File: src/rtl/uart_tx_serializer.sv
`timescale 1ns/1ps
// Purpose : UART transmit serializer; shifts one start/data/[parity]/stop frame LSB first on tx.
// Latency : tx drops to the start bit one clk after tx_start is accepted; tx_done pulses one clk
//           after the final stop-bit tick.
// Backpressure: tx_start is only honoured in IDLE (tx_busy=0); requests while busy are dropped.
//
// Ports:
//   clk      - system clock, rising edge
//   rst_n    - asynchronous active-low reset; aborts any frame, line returns to idle-high
//   s_tick   - 16x oversample enable from the baud generator, one clk wide
//   tx_start - request from the TX FIFO; d_in is valid
//   d_in     - byte to transmit, bits [DBIT-1:0] used
//   tx_done  - one-clk pulse when the stop bit completes (FIFO pop strobe)
//   tx_busy  - high whenever a frame is in progress
//   tx       - serial line output, idles high
//
// Build option: define UART_TX_PARITY_EN to insert an even-parity bit between data and stop.
// All three outputs come straight from flops; their next values are decoded from next-state.

module uart_tx_serializer #(
    parameter int DBIT    = 8,   // data bits per frame, 5..8
    parameter int SB_TICK = 16   // stop-bit length in s_tick units: 16, 24 or 32
) (
    input  logic       clk,
    input  logic       rst_n,
    input  logic       s_tick,
    input  logic       tx_start,
    input  logic [7:0] d_in,
    output logic       tx_done,
    output logic       tx_busy,
    output logic       tx
);

`ifdef UART_TX_PARITY_EN
    typedef enum logic [2:0] {
        ST_IDLE   = 3'd0,
        ST_START  = 3'd1,
        ST_DATA   = 3'd2,
        ST_PARITY = 3'd3,
        ST_STOP   = 3'd4
    } state_t;
`else
    typedef enum logic [2:0] {
        ST_IDLE   = 3'd0,
        ST_START  = 3'd1,
        ST_DATA   = 3'd2,
        ST_STOP   = 3'd4
    } state_t;
`endif

    localparam logic [4:0] BIT_LAST_TICK  = 5'd15;
    localparam logic [4:0] STOP_LAST_TICK = 5'(SB_TICK - 1);
    localparam logic [2:0] LAST_BIT       = 3'(DBIT - 1);

    state_t            state_q, state_d;
    logic [4:0]        s_q, s_d;          // oversample tick counter within a bit
    logic [2:0]        n_q, n_d;          // data bit index
    logic [DBIT-1:0]   shreg_q, shreg_d;  // outgoing data, bit 0 is on the line
    logic              tx_q, tx_d;
    logic              done_q, done_d;
    logic              busy_q, busy_d;
`ifdef UART_TX_PARITY_EN
    logic              par_q, par_d;      // even parity of the accepted byte
`endif

    // ------------------------------------------------------------------
    // State and datapath registers
    // ------------------------------------------------------------------
    always_ff @(posedge clk or negedge rst_n) begin
        if (!rst_n) begin
            state_q <= ST_IDLE;
            s_q     <= '0;
            n_q     <= '0;
            shreg_q <= '0;
            tx_q    <= 1'b1;
            done_q  <= 1'b0;
            busy_q  <= 1'b0;
`ifdef UART_TX_PARITY_EN
            par_q   <= 1'b0;
`endif
        end else begin
            state_q <= state_d;
            s_q     <= s_d;
            n_q     <= n_d;
            shreg_q <= shreg_d;
            tx_q    <= tx_d;
            done_q  <= done_d;
            busy_q  <= busy_d;
`ifdef UART_TX_PARITY_EN
            par_q   <= par_d;
`endif
        end
    end

    // ------------------------------------------------------------------
    // Next-state and datapath update
    // ------------------------------------------------------------------
    always_comb begin
        state_d = state_q;
        s_d     = s_q;
        n_d     = n_q;
        shreg_d = shreg_q;
`ifdef UART_TX_PARITY_EN
        par_d   = par_q;
`endif

        unique case (state_q)
            ST_IDLE: begin
                // s_tick is deliberately ignored here; bit timing restarts at accept.
                if (tx_start) begin
                    shreg_d = d_in[DBIT-1:0];
                    s_d     = '0;
                    state_d = ST_START;
`ifdef UART_TX_PARITY_EN
                    par_d   = ^d_in[DBIT-1:0];
`endif
                end
            end

            ST_START: begin
                if (s_tick) begin
                    if (s_q == BIT_LAST_TICK) begin
                        s_d     = '0;
                        n_d     = '0;
                        state_d = ST_DATA;
                    end else begin
                        s_d = s_q + 5'd1;
                    end
                end
            end

            ST_DATA: begin
                if (s_tick) begin
                    if (s_q == BIT_LAST_TICK) begin
                        s_d     = '0;
                        shreg_d = shreg_q >> 1;
                        n_d     = n_q + 3'd1;
                        if (n_q == LAST_BIT) begin
`ifdef UART_TX_PARITY_EN
                            state_d = ST_PARITY;
`else
                            state_d = ST_STOP;
`endif
                        end
                    end else begin
                        s_d = s_q + 5'd1;
                    end
                end
            end

`ifdef UART_TX_PARITY_EN
            ST_PARITY: begin
                if (s_tick) begin
                    if (s_q == BIT_LAST_TICK) begin
                        s_d     = '0;
                        state_d = ST_STOP;
                    end else begin
                        s_d = s_q + 5'd1;
                    end
                end
            end
`endif

            ST_STOP: begin
                // A tx_start arriving on the final tick is not seen: we are still in STOP.
                if (s_tick) begin
                    if (s_q == STOP_LAST_TICK) begin
                        s_d     = '0;
                        state_d = ST_IDLE;
                    end else begin
                        s_d = s_q + 5'd1;
                    end
                end
            end

            default: begin
                state_d = ST_IDLE;
                s_d     = '0;
            end
        endcase
    end

    // ------------------------------------------------------------------
    // Registered output decode: values are computed from the next state so
    // the flops present the correct line level in the very cycle the state
    // register changes.
    // ------------------------------------------------------------------
    always_comb begin
        tx_d   = 1'b1;
        done_d = (state_q == ST_STOP) && (state_d == ST_IDLE);
        busy_d = (state_d != ST_IDLE);

        unique case (state_d)
            ST_IDLE:   tx_d = 1'b1;
            ST_START:  tx_d = 1'b0;
            ST_DATA:   tx_d = shreg_d[0];
`ifdef UART_TX_PARITY_EN
            ST_PARITY: tx_d = par_q;
`endif
            ST_STOP:   tx_d = 1'b1;
            default:   tx_d = 1'b1;
        endcase
    end

    assign tx      = tx_q;
    assign tx_done = done_q;
    assign tx_busy = busy_q;

endmodule

File: config.mk
export PLATFORM = sky130hd
export DESIGN_NAME = uart_tx_serializer
export DESIGN_NICKNAME = d
export VERILOG_FILES = /design/src/rtl/uart_tx_serializer.sv
export SDC_FILE = /design/constraint.sdc
export NUM_CORES = 1
export LEC_CHECK = 0
export CAP_MARGIN = 30
export CELL_PAD_IN_SITES_DETAIL_PLACEMENT = 0
export CELL_PAD_IN_SITES_GLOBAL_PLACEMENT = 1
export CORE_MARGIN = 3
export CORE_UTILIZATION = 40
export DETAILED_ROUTE_END_ITERATION = 8
export PLACE_DENSITY_LB_ADDON = 0.1
export SETUP_SLACK_MARGIN = 0.4
export SKIP_LAST_GASP = 1
export SYNTH_ARGS = -nofsm -noshare
export SYNTH_HDL_FRONTEND = slang
export SYNTH_SLANG_ARGS = --single-unit
File: constraint.sdc
create_clock -name clk -period 1.7 [get_ports clk]
set_input_delay 0.34 -clock clk [delete_from_list [all_inputs] [get_ports clk]]
set_output_delay 0.34 -clock clk [all_outputs]
set_load 0.1 [all_outputs]
==> flow_summary.yaml <==
outcome:
  status: "finished, final reports clean"
die:
  dieArea_mm2: 0.00362
  die_w_um: 60.1
  start_util: 0.422
  io_pins: 15
  num_rows: 19
  coreArea_mm2: 0.00278
  die_h_um: 60.1
synthesis:
  synth_area_mm2: 0.00117
  synth_common_cells: "21 x dfrtp_1, 16 x nand2_1, 8 x a22oi_1"
  synth_seq_cells: 22
  ys_types: 40
  syn_avg_cell_area_um2: 10.7
  ys.flop_type: "dfrtp_1"
  ys_seq_area_frac: 0.471
  yosysMostFrequentCell: "dfrtp_1"
  synth_top_area_cell: "dfrtp_1"
  synth_nets: 125
  async_flop_share: 1.00
  synth_top_area_share: 0.448
  ys_top_cells_by_area: "dfrtp_1 45%, a22oi_1 5.1%, nand2_1 5.1%, ha_1 3.2%, o2bb2ai_1 3.0%"
  syn-instance-count: 110
  synth-edff-count: 0
  yosysWarnings: 0
routing:
  drtIter0Drc: 33
  via_count: 1064
  via_per_inst: 5.78
  drtPass1Iterations: 4
  wl_mm: 3.14
  ant_nets: 0
  drt-wirelength-per-cell_um: 17.1
  drc: 0
critical_path:
  worstPathArrival_ns: 1.86
  crit_type: "flop to flop"
  required_ns: 1.90
  crit_slowest_cell: "dfrtp_1"
  reg2reg_depth: 5
  crit_path_end_kind: "flop"
  worst_path_largest_cell_delay_ns: 0.44
  worst_path_dominant_cell_family: "simple AND/OR/NAND/NOR gates"
  path_max_fanout: 4
  path_buf_inv: 0
  timing.critical_path.cells: "ha_4, and4b_2, a311o_1, o41ai_2, or3_1"
  reg2reg_to: "tx_busy$_DFF_PN0_"
  r2r_slack_ns: 0.04
  cp-start-kind: "flop"
  r2r_start: "s_q[0]$_DFFE_PN0P_"
cells_and_area:
  synthToLayoutAreaGrowth_pct: 56.7
  drive_gt1_frac: 0.458
  nNetsFinal: 169
  multiInputGateArea_um2: 746
  antennaDiodeCount: 0
  final_area_mm2: 0.00184
  fillers: 206
  ff_latch_area_um2: 556
timing:
  worst_hold_slack_ns: 0.364
  maxSlewHeadroom: 0.662
  period_share: 0.974
  clock_skew_ns: 0.00444
  layout_min_cycle_time_ns: 1.66
  setup_viol: 0
  max_freq_ghz: 0.604
  drv_slew: 0
  worstMarginPinSlew_ns: 0.502
  setup_slack_ns: 0.0450
  rsz0062_at_grt: "true"
  final_hold_viol_count: 0
clocking:
  clk_pin_slew_worst_paths_ns: 0.13
  clk_latency_ns: 0.31
  cts_hold_buf: 0
  cts_tree: "done"
  htree_num_levels: 1
  cts_buffer_depth: 2
  clockRootBuffer: "clkbuf_4"
  cts.sinks: 22
  cts_buffers: 3
flow_run:
  max-cap-violations: 0
grt:
  antenna_found_initial: 0
  grt-ovfl-total: 0
  first_global_vias: 1055
  grt_usage: 0.186
  grt_max_degree: 23
  grt_pass1_wl_mm: 4.95
placement:
  globalplace.congestion: 0.871
  dp_slack_ns: -0.0523
  dpl_cell_area_mm2: 0.00153
  io_buffer_count: 14
  place.detailed.hpwl_mm: 1.94
power:
  p_leak_nw: 0.781
  powerDensity_mw_per_mm2: 1070
  peakVddDrop_mv: 0.852
  design_power_total_w: 0.00196
worst_hold_path:
  hp-class: "input pin to asynchronous set/reset pin"
==> metrics by stage <==
step / instances / utilization / setup TNS [ns]
global route: 184 / 0.660 / -0.00190
CTS: 180 / 0.610 / 0
detailed placement: 172 / 0.548 / -0.320
floorplan: 110 / - / 0
global placement: 172 / 0.548 / -0.209
finish: 184 / 0.660 / 0
==> power by group <==
| group | switching [W] | internal [W] |
|---|---|---|
| clock | 0.000169 | 0.000238 |
| combinational | 0.000352 | 0.000370 |
| sequential | 0.000142 | 0.000685 |
| total | 0.000663 | 0.00129 |
==> layout make-up <==
cell class                 count  area share
tap                           31      0.0211
timing repair buffer          43       0.225
clock inverter                 1      0.0163
sequential                    22       0.302
multi-input combinational     76       0.406
clock buffer                   3      0.0123
inverter                       8      0.0163
==> registers in the layout, summed over array words and instances, names as in the netlist <==
| signal | flops |
|---|---|
| tx | 1 |
| n_q | 3 |
| shreg_q | 8 |
| tx_busy | 1 |
| tx_done | 1 |
| s_q | 5 |
| state_q | 3 |
==> worst max path at each step <==
stage	startpoint	end	slack (ns)	cells after the start
after global placement	s_tick	tx$_DFF_PN1_	-0.04	6
after detailed placement	s_tick	tx_busy$_DFF_PN0_	-0.05	5
after CTS	s_q[0]$_DFFE_PN0P_	shreg_q[3]$_DFFE_PN0P_	0.12	7
final	s_q[0]$_DFFE_PN0P_	tx_busy$_DFF_PN0_	0.04	5
after global routing	s_q[0]$_DFFE_PN0P_	tx_busy$_DFF_PN0_	-0.002	5
after floorplan	s_q[0]$_DFFE_PN0P_	tx_busy$_DFF_PN0_	0.17	5
==> cells in the final DEF (no fill, tap or decap), drive strengths merged <==
cell type,netlist,layout
nor2,2,2
and2b,1,1
nand3,3,3
and2,2,2
buf,4,32
nor4b,1,1
clkdlybuf4s50,0,11
a21oi,2,2
nor3,1,1
bufinv,0,1
a31oi,1,1
o21a,1,1
a221oi,1,1
or3,2,2
and4b,1,1
a22oi,8,8
nand4,2,2
nand4b,1,1
o21ai,4,4
ha,3,3
clkbuf,0,3
o221ai,1,1
mux2i,2,2
nand2b,2,2
o2111ai,2,2
dfrtp,21,21
nand2,16,16
o211ai,1,1
o211a,1,1
o2bb2ai,4,4
xor2,1,1
nor4,4,4
a311o,1,1
o41ai,1,1
a21boi,1,1
a41oi,1,1
dfstp,1,1
and3,2,2
inv,8,8
==> metal layers <==
metal	share of wire	vias to the layer above	global-route usage	routed length [um]
li1	-	498	-	-
met1	0.42	522	0.227	1310
met2	0.50	34	0.318	1580
met3	0.053	10	0.0216	165
met4	0.029	0	0.0918	91
met5	0	-	0	0
==> kinds of logic (layout without fill, tap and decap cells) <==
group | count (synthesis) | in the layout | synth area share
mux | 2 | 2 | 0.0171
buf+inv | 12 | 55 | 0.0470
compound gates | 30 | 30 | 0.221
simple gates | 40 | 40 | 0.205
xor+xnor | 1 | 1 | 0.00747
flops | 22 | 22 | 0.471
fa+ha+maj | 3 | 3 | 0.0320
==> what timing repair did <==
item	4_1_cts	5_1_grt
setup endpoints to repair	21	23
pin swaps	15	15
gates resized for setup	19	19
cloned	0	0
setup buffers	4	4
(Power assumes the default switching activity.)
